## src/rtl/phy_rx_pkg.sv

```systemverilog
// rtl/phy_rx_pkg.sv - shared symbols, state encodings and counter widths for the PHY receive sync path
package phy_rx_pkg;

    localparam logic [7:0] COM = 8'hBC;
    localparam logic [7:0] IDL = 8'h7C;

    localparam int CNT_W = 4;
    localparam int ERR_W = 8;

    typedef enum logic [1:0] {
        ST_SEARCH = 2'd0,
        ST_ALIGN  = 2'd1,
        ST_LOCKED = 2'd2,
        ST_HOLD   = 2'd3
    } rx_state_e;

endpackage

```

## src/rtl/rx_err_counter.sv

```systemverilog
// rtl/rx_err_counter.sv - 8-bit saturating loss counter, present only when RX_ERR_CNT_EN is defined
`ifdef RX_ERR_CNT_EN
import phy_rx_pkg::*;

module rx_err_counter (
    input  logic             clk,
    input  logic             rst,
    input  logic             inc,
    output logic [ERR_W-1:0] count
);

    logic [ERR_W-1:0] count_q;
    logic [ERR_W-1:0] count_d;

    // Increment on request, sticking at all-ones instead of wrapping
    always_comb begin
        count_d = count_q;
        if (inc && (count_q != {ERR_W{1'b1}})) begin
            count_d = count_q + {{(ERR_W-1){1'b0}}, 1'b1};
        end
    end

    // Count register, cleared only by reset
    always_ff @(posedge clk or posedge rst) begin
        if (rst) begin
            count_q <= '0;
        end else begin
            count_q <= count_d;
        end
    end

    assign count = count_q;

endmodule
`endif

```

## src/rtl/phy_rx_sync_ctrl.sv

```systemverilog
// rtl/phy_rx_sync_ctrl.sv - COM alignment, lock tracking and control stripping; optional loss counter via RX_ERR_CNT_EN
import phy_rx_pkg::*;

module phy_rx_sync_ctrl #(
    parameter int COM_COUNT  = 4,
    parameter int LOSS_COUNT = 4
) (
    input  logic             clk_4f,
    input  logic             reset,
    input  logic [7:0]       sp_in,
    input  logic             valid_in,
    input  logic             active_in,
    output logic [7:0]       data_out,
    output logic             valid_out,
    output logic             link_up,
    output logic             idle_out,
    output logic [1:0]       state_out,
    output logic [ERR_W-1:0] err_count
);

    localparam logic [CNT_W-1:0] COM_LIM  = CNT_W'(COM_COUNT);
    localparam logic [CNT_W-1:0] LOSS_LIM = CNT_W'(LOSS_COUNT);
    localparam logic [CNT_W-1:0] CNT_ONE  = CNT_W'(1);

    rx_state_e        state_q, state_d;
    logic [CNT_W-1:0] com_cnt_q, com_cnt_d;
    logic [CNT_W-1:0] miss_cnt_q, miss_cnt_d;
    logic [CNT_W-1:0] miss_next;
    logic [7:0]       data_q, data_d;
    logic             valid_q, valid_d;
    logic             idle_q, idle_d;

    // Next-state, counters and output decisions; active_in low overrides everything
    always_comb begin
        state_d    = state_q;
        com_cnt_d  = com_cnt_q;
        miss_cnt_d = miss_cnt_q;
        data_d     = data_q;
        valid_d    = 1'b0;
        idle_d     = idle_q;
        miss_next  = (state_q == ST_HOLD) ? (miss_cnt_q + CNT_ONE) : CNT_ONE;

        if (!active_in) begin
            state_d    = ST_SEARCH;
            com_cnt_d  = '0;
            miss_cnt_d = '0;
            idle_d     = 1'b0;
        end else begin
            case (state_q)
                ST_SEARCH: begin
                    if (valid_in && (sp_in == COM)) begin
                        state_d   = ST_ALIGN;
                        com_cnt_d = CNT_ONE;
                    end
                end
                ST_ALIGN: begin
                    if (valid_in && (sp_in == COM)) begin
                        if ((com_cnt_q + CNT_ONE) == COM_LIM) begin
                            state_d   = ST_LOCKED;
                            com_cnt_d = '0;
                        end else begin
                            com_cnt_d = com_cnt_q + CNT_ONE;
                        end
                    end else begin
                        state_d   = ST_SEARCH;
                        com_cnt_d = '0;
                    end
                end
                ST_LOCKED, ST_HOLD: begin
                    if (valid_in) begin
                        // A returning byte in HOLD is classified on the same edge as in LOCKED
                        state_d    = ST_LOCKED;
                        miss_cnt_d = '0;
                        if (sp_in == IDL) begin
                            idle_d = 1'b1;
                        end else if (sp_in != COM) begin
                            data_d  = sp_in;
                            valid_d = 1'b1;
                            idle_d  = 1'b0;
                        end
                    end else if (miss_next == LOSS_LIM) begin
                        state_d    = ST_SEARCH;
                        miss_cnt_d = '0;
                        idle_d     = 1'b0;
                    end else begin
                        state_d    = ST_HOLD;
                        miss_cnt_d = miss_next;
                    end
                end
                default: begin
                    state_d = ST_SEARCH;
                end
            endcase
        end
    end

    // State, counters and registered outputs
    always_ff @(posedge clk_4f or posedge reset) begin
        if (reset) begin
            state_q    <= ST_SEARCH;
            com_cnt_q  <= '0;
            miss_cnt_q <= '0;
            data_q     <= 8'h00;
            valid_q    <= 1'b0;
            idle_q     <= 1'b0;
        end else begin
            state_q    <= state_d;
            com_cnt_q  <= com_cnt_d;
            miss_cnt_q <= miss_cnt_d;
            data_q     <= data_d;
            valid_q    <= valid_d;
            idle_q     <= idle_d;
        end
    end

    assign data_out  = data_q;
    assign valid_out = valid_q;
    assign idle_out  = idle_q;
    assign state_out = state_q;
    assign link_up   = (state_q == ST_LOCKED) || (state_q == ST_HOLD);

`ifdef RX_ERR_CNT_EN
    logic err_inc;
    assign err_inc = ((state_q == ST_LOCKED) || (state_q == ST_HOLD)) && !valid_in;

    rx_err_counter u_err_counter (
        .clk   (clk_4f),
        .rst   (reset),
        .inc   (err_inc),
        .count (err_count)
    );
`else
    assign err_count = '0;
`endif

endmodule

```

## config.mk

```make
export PLATFORM = sky130hd
export DESIGN_NAME = phy_rx_sync_ctrl
export DESIGN_NICKNAME = d
export VERILOG_FILES = /design/src/rtl/phy_rx_pkg.sv /design/src/rtl/rx_err_counter.sv /design/src/rtl/phy_rx_sync_ctrl.sv
export SDC_FILE = /design/constraint.sdc
export NUM_CORES = 1
export LEC_CHECK = 0
export CORE_ASPECT_RATIO = 1.1
export CORE_MARGIN = 2
export CORE_UTILIZATION = 52
export CTS_CLUSTER_DIAMETER = 40
export CTS_CLUSTER_SIZE = 30
export DETAILED_ROUTE_END_ITERATION = 8
export PLACE_DENSITY = 0.84
export SLEW_MARGIN = 5
export SYNTH_ARGS = -nofsm -noshare
export SYNTH_HDL_FRONTEND = slang
export SYNTH_SLANG_ARGS = --single-unit
```

## constraint.sdc

```tcl
create_clock -name clk_4f -period 3.5 [get_ports clk_4f]
set_clock_uncertainty 0.05 [all_clocks]
set_input_delay 0.7 -clock clk_4f [delete_from_list [all_inputs] [get_ports clk_4f]]
set_output_delay 0.7 -clock clk_4f [all_outputs]
set_load 0.05 [all_outputs]
```

==> out/results.tsv, run 1 <==
stage	metric	value	unit
detailed_routing	Starting DRT DRC Count	10	
sta	Final period util	74.8	%
clock_network	CTS Buf Count	3	
run	Max-Cap Viols	0	
floorplanning	Cell Rows	18	
power_and_ir_drop	P_leak	0.649	nW
logic_synthesis	Primary FF master, synth	dfrtp_1	
worst_setup_path	r2r endpoint	idle_out	
detailed_routing	Final ANT Viol Nets	0	
power_and_ir_drop	Peak VDD IR	0.549	mV
logic_synthesis	Post-synth EDFFs	0	
logic_synthesis	Synth Cell Area	0.00128	mm²
sta	Pins Over Slew Limit	0	
placed_design	global placer's final weighted congestion	0.729	
logic_synthesis	Post-Synthesis Cells	116	
logic_synthesis	post-synth top area cell	dfrtp_1	
worst_setup_path	WS Path Type	reg2out	
cells_and_area	nets	154	
detailed_routing	routed vias	920	
grt	pin count of the biggest net entering global routing	21	
cells_and_area	most frequent cells in the layout	clkdlybuf4s50_1 (24), dfrtp_1 (20), mux2_4 (8), conb_1 (8), nand2_1 (7)	
logic_synthesis	Syn. warnings	0	
detailed_routing	drt first pass iters	4	
sta	Period minus WS final	2.62	ns
worst_setup_path	Max FO, Critical Path	18	
grt	gr usage total	18.9	%
cells_and_area	Syn-to-layout area delta	19.8	%
worst_setup_path	WP depth	1	
clock_network	post-CTS setup buffer count	0	
power_and_ir_drop	Pwr Density	449	mW/mm²
worst_setup_path	Worst setup EP type	primary output	
sta	unrepaired setup endpoints after global routing	false	
floorplanning	Top Ports	33	
logic_synthesis	Mapped Avg Cell Area	11.0	µm²
worst_setup_path	worst path bufs/invs	1	
floorplanning	die area	0.00287	mm²
floorplanning	starting density of the core	55.6	%
sta	Rel. slew slack	49.3	%
worst_hold_path	min-delay src	data_out[4]	
clock_network	Max Buffers Root-to-Sink	2	
sta	measured slew at the worst slew-check pin	0.760	ns
grt	Overflow after GRT	0	
run_status	status	complete, no violations	
worst_setup_path	reg2reg path depth	5	
worst_setup_path	crit start category	flop	
worst_setup_path	CP Launch Point	state_out[1]	
clock_network	CTS tree	yes	
worst_setup_path	worst setup path endpoint	link_up	
grt	initial antenna violation count	0	
sta	worst-case hold slack	0.470	ns
clock_network	clock-pin transition on the worst setup and hold timing paths	0.11	ns
clock_network	# clock sinks	20	
worst_setup_path	WP data arrival	1.87	ns
floorplanning	Die Wd	51.3	µm
detailed_routing	Via-to-Cell Ratio	5.48	
clock_network	hold buffers post-CTS	0	
sta	Max Clk Rate	382	MHz
detailed_routing	DR WL/cell	15.0	µm
cells_and_area	most common library cell in the layout ignoring fill and taps	clkdlybuf4s50_1	
sta	setup TNS	0	ns
floorplanning	core area	0.00230	mm²
worst_setup_path	Critical Path RT	2.75	ns
grt	vias in the first global route	905	
clock_network	root buf cell	clkbuf_4	
grt	first-pass GRT wire length	4.17	mm
logic_synthesis	#FFs+latches synth	20	
worst_setup_path	R2R Path Start	miss_cnt_q[0]	
sta	setup violators final	0	
logic_synthesis	share of flip-flops with an asynchronous set or reset	100	%
worst_setup_path	crit-path cells	clkdlybuf4s50_1	
worst_setup_path	critical path's top delay family	buffers and inverters	
clock_network	# resized after CTS	0	
cells_and_area	# fillers	183	
sta	Final Hold Viols	0	
detailed_routing	WL final	2.53	mm
clock_network	Clk Latency, worst-skew pair	0.30	ns
logic_synthesis	Netlist cell types	46	
worst_setup_path	slowest CP cell	clkdlybuf4s50_1	
clock_network	Max H-tree Level	1	
detailed_routing	DRC viols	0	
logic_synthesis	leading post-synthesis cells by cell area	dfrtp_1 (39%), mux2_4 (9.4%), buf_4 (4.7%), ha_1 (2.9%), nor2b_1 (2.4%)	
placed_design	I/O Buffers	24	
worst_setup_path	CP peak stage delay	0.90	ns
cells_and_area	ratio of cells with drive above 1 in the final layout	15.9	%
cells_and_area	diode count	0	
worst_setup_path	r2r setup slk	1.58	ns
placed_design	DPL Wire Length	1.80	mm
logic_synthesis	Seq/Total Area, Yosys	39.2	%
worst_hold_path	Hold Path Class	reg2reg	
logic_synthesis	post-synth top area share	39.2	%
floorplanning	Die Y	56.0	µm
## synth_stat cells (3+ instances only)
cell       n
nand4b_1   3
nor2b_1    5
dfrtp_1   20
xnor2_1    3
inv_1      4
nand3_1    3
ha_1       3
nand2b_1   4
o21ai_0    3
buf_4      8
mux2_4     8
buf_2      4
nand2_1    7
## worst min path at each step
stage,cells after the start,endpoint,slack (ns)
finish,1,data_out[4],0.47
global route,1,data_out[4],0.49
CTS,1,data_out[4],0.47
detailed placement,1,data_out[4],0.44
global placement,1,data_out[1],0.44
floorplan,2,com_cnt_q[3],0.50
## metrics by stage
step | util [%] | area, µm² | setup slack, ns | std cells | power (mW)
after floorplan | - | 1300 | 1.56 | 123 | 0.478
after global routing | 66.6 | 1530 | 0.805 | 168 | 0.715
final | 66.6 | 1530 | 0.883 | 168 | 0.687
after CTS | 66.6 | 1530 | 0.885 | 168 | 0.692
after global placement | 65.0 | 1490 | 1.02 | 164 | 0.553
after detailed placement | 65.0 | 1490 | 0.964 | 164 | 0.557
## area by class of cell
class | count | area [µm²] | area share (%)
Timing Repair Buffer | 25 | 248 | 16.2
Inverter | 4 | 15.0 | 0.981
Sequential cell | 20 | 500 | 32.7
Clock buffer | 4 | 36.3 | 2.37
Multi-Input combinational cell | 85 | 693 | 45.3
Tap cell | 30 | 37.5 | 2.45
## flip-flops by register name, summed over array words and instances (netlist names)
register / count
com_cnt_q: 4
data_out: 8
miss_cnt_q: 4
valid_out: 1
idle_out: 1
state_out: 2
## worst reg2reg max path, delay by kind of cell (launching register included)
family                     cells  cell delay [ns]
DFF                            1             0.46
adders and majority gates      1             0.33
AOI/OAI and AO/OA              2             0.44
muxes                          1             0.31
and+or+nand+nor                1             0.23
## power by group
part / internal, mW / switching, mW
Clock: 0.0634 / 0.0716
Sequential: 0.259 / 0.0224
Combinational: 0.104 / 0.167
## layer usage
layer	routed length (µm)	vias to the layer above	GRT usage, %
met3	64	4	1.61
met1	1090	447	25.0
li1	-	451	-
met5	0	-	0
met4	28	0	8.65
met2	1340	18	31.0
## kinds of logic after synthesis
group	share of synthesized area (%)
other	0.294
DFF	39.2
xor gates and xnor gates	2.06
and+or+nand+nor	22.8
muxes	11.9
buffers and inverters	8.62
AOI/OAI and AO/OA	12.2
adders and majority gates	2.94
Power figures use the tool's default switching activity.
==> run 2: changes to the inputs <==
Settings changed: CORE_UTILIZATION 52 to 48, PLACE_DENSITY 0.84 to 0.79.
Clock period 3.5 ns to 2.52 ns, I/O delays scaled along.
==> run 2 against run 1 <==
Compared with the run above: via count is 3.6% higher; register-to-register slack worse by 0.99 ns; sequential share of layout area is 0.66 points lower; largest cell class unchanged; critical path type unchanged; wire length is 0.20% higher; hold slack better by 0.0021 ns.
==> out/results.tsv, run 2 (same netlist as run 1, synthesis figures left out) <==
stage	metric	value	unit	change
sta	setup violators final	0		unchanged
detailed_routing	DRC viols	0		unchanged
sta	Period minus WS final	2.25	ns	
worst_hold_path	Hold Path Class	reg2reg		unchanged
grt	Overflow after GRT	0		unchanged
cells_and_area	diode count	0		unchanged
floorplanning	starting density of the core	50.7	%	was 55.6%
cells_and_area	most frequent cells in the layout	clkdlybuf4s50_1 (24), dfrtp_1 (20), mux2_4 (8), conb_1 (8), nand2_1 (7)		unchanged
worst_setup_path	crit start category	flop		unchanged
detailed_routing	WL final	2.53	mm	about the same
worst_setup_path	Critical Path RT	1.97	ns	was 2.75 ns
clock_network	# resized after CTS	0		unchanged
worst_setup_path	critical path's top delay family	buffers and inverters		unchanged
detailed_routing	Final ANT Viol Nets	0		unchanged
sta	Final Hold Viols	0		unchanged
clock_network	hold buffers post-CTS	0		unchanged
floorplanning	die area	0.00309	mm²	was 0.00287 mm²
power_and_ir_drop	Gate power share	40.3	%	was 39.4%
clock_network	post-CTS setup buffer count	0		unchanged
placed_design	DPL Wire Length	1.96	mm	was 1.80 mm
clock_network	root buf cell	clkbuf_4		unchanged
grt	vias in the first global route	983		was 905
cells_and_area	register area	500	µm²	unchanged
power_and_ir_drop	internal power	0.597	mW	was 0.426 mW
run_status	status	complete, no violations		unchanged
clock_network	Max Buffers Root-to-Sink	2		unchanged
sta	unrepaired setup endpoints after global routing	false		unchanged
worst_setup_path	WP data arrival	1.69	ns	was 1.87 ns
worst_setup_path	Max FO, Critical Path	11		was 18
placed_design	dpl cells	169		was 164
clock_network	clock-pin transition on the worst setup and hold timing paths	0.11	ns	about the same
power_and_ir_drop	Peak VDD IR	0.643	mV	was 0.549 mV
worst_setup_path	Worst setup EP type	primary output		unchanged
sta	Max Clk Rate	445	MHz	
floorplanning	Die Y	58.1	µm	was 56.0 µm
worst_setup_path	slowest CP cell	clkdlybuf4s50_1		unchanged
power_and_ir_drop	Pwr Density	613	mW/mm²	was 449 mW/mm²
placed_design	I/O Buffers	24		unchanged
worst_setup_path	worst path bufs/invs	1		unchanged
floorplanning	Die Wd	53.2	µm	was 51.3 µm
sta	Pins Over Slew Limit	0		unchanged
clock_network	Max H-tree Level	1		unchanged
floorplanning	Top Ports	33		unchanged
clock_network	CTS Buf Count	3		unchanged
sta	Final period util	89.1	%	
grt	gr usage total	18.8	%	was 18.9%
cells_and_area	most common library cell in the layout ignoring fill and taps	clkdlybuf4s50_1		unchanged
detailed_routing	Starting DRT DRC Count	16		was 10
grt	initial antenna violation count	0		unchanged
cells_and_area	area of the multi-input gates	693	µm²	unchanged
clock_network	CTS tree	yes		unchanged
worst_setup_path	crit-path cells	clkdlybuf4s50_1		unchanged
placed_design	global placer's final weighted congestion	0.757		was 0.729
clock_network	# clock sinks	20		unchanged
clock_network	Clk Latency, worst-skew pair	0.30	ns	about the same
power_and_ir_drop	P_sw	0.361	mW	was 0.261 mW
power_and_ir_drop	sequential fraction of design power	40.5	%	was 41.0%
power_and_ir_drop	Sw Ratio	37.7	%	was 37.9%
detailed_routing	drt first pass iters	4		unchanged
cells_and_area	# fillers	213		was 183
worst_setup_path	CP peak stage delay	0.86	ns	was 0.90 ns
detailed_routing	routed vias	953		was 920
floorplanning	Cell Rows	19		was 18
grt	first-pass GRT wire length	4.38	mm	was 4.17 mm
power_and_ir_drop	Clock Power Share	19.2	%	was 19.7%
cells_and_area	Cell Count, Final, Fillers Out	173		was 168
detailed_routing	DR WL/cell	14.6	µm	was 15.0 µm
cells_and_area	nets	158		was 154
sta	Rel. slew slack	50.0	%	was 49.3%
floorplanning	core area	0.00252	mm²	was 0.00230 mm²
cells_and_area	max reg flops	8		unchanged
grt	pin count of the biggest net entering global routing	21		unchanged
run	Max-Cap Viols	0		unchanged
detailed_routing	Via-to-Cell Ratio	5.51		was 5.48
power_and_ir_drop	P_leak	0.669	nW	was 0.649 nW
cells_and_area	Syn-to-layout area delta	22.2	%	was 19.8%
sta	measured slew at the worst slew-check pin	0.749	ns	was 0.760 ns
cells_and_area	ratio of cells with drive above 1 in the final layout	18.3	%	was 15.9%
sta	setup TNS	0	ns	unchanged
worst_setup_path	WS Path Type	reg2out		unchanged
-- run 2: cell count changes in the layout (fill, tap and decap cells not counted) --
| cell | previous run | this run |
|---|---|---|
| buf_4 | 1 | 5 |
-- run 2: final timing paths --
| path | slack, ns | cells past startpoint | end | from |
|---|---|---|---|---|
| worst max-delay path | 0.27 | 1 | state_out[0] | state_out[0] |
| worst min-delay path | 0.47 | 1 | data_out[7] | data_out[7] |
| worst max register to register | 0.59 | 5 | idle_out | miss_cnt_q[0] |
| worst min register to register | 0.47 | 1 | data_out[7] | data_out[7] |
| max in group asynchronous | 1.38 | 2 | data_out[6] | reset |
| min in group asynchronous | 0.57 | 2 | data_out[4] | reset |
-- run 2: stage by stage --
stage               total power, mW  setup WS [ns]  utilization, %  instance area, µm²  hold slack (ns)
floorplan                     0.664          0.664               -                1300            0.418
global placement              0.776          0.281            60.5                1530            0.449
detailed placement            0.782          0.223            60.5                1530            0.449
CTS                           0.964          0.259            62.0                1560            0.477
global route                  0.998          0.188            62.0                1560            0.491
finish                        0.958          0.273            62.0                1560            0.472
-- run 2: layer usage --
metal | vias up | track usage [%] | wire, µm
met4 | 0 | 2.93 | 11
met1 | 472 | 24.4 | 1100
met5 | - | 0 | 0
met2 | 15 | 32.9 | 1350
met3 | 2 | 3.61 | 59
li1 | 464 | - | -
-- run 2: final cells by class --
type                       count  share of cell area (%)
clock buffer                   4                    2.32
multi-input combinational     85                    44.4
tap                           31                    2.48
inverter                       4                   0.962
sequential                    20                    32.1
timing repair buffer          29                    17.8
-- run 2: power groups by stage --
stage | combinational [mW] | clock [mW] | sequential, mW
floorplan | 0.138 | 0 | 0.525
global placement | 0.383 | 0 | 0.393
detailed placement | 0.389 | 0 | 0.393
CTS | 0.389 | 0.187 | 0.388
global route | 0.401 | 0.203 | 0.393
finish | 0.386 | 0.184 | 0.388
-- run 2: worst reg2reg max path: cells and delay by family (launching register included) --
| kind | cells | cell delay (ns) |
|---|---|---|
| compound gates | 2 | 0.43 |
| fa+ha+maj | 1 | 0.34 |
| flops | 1 | 0.47 |
| mux | 1 | 0.31 |
| simple gates | 1 | 0.22 |
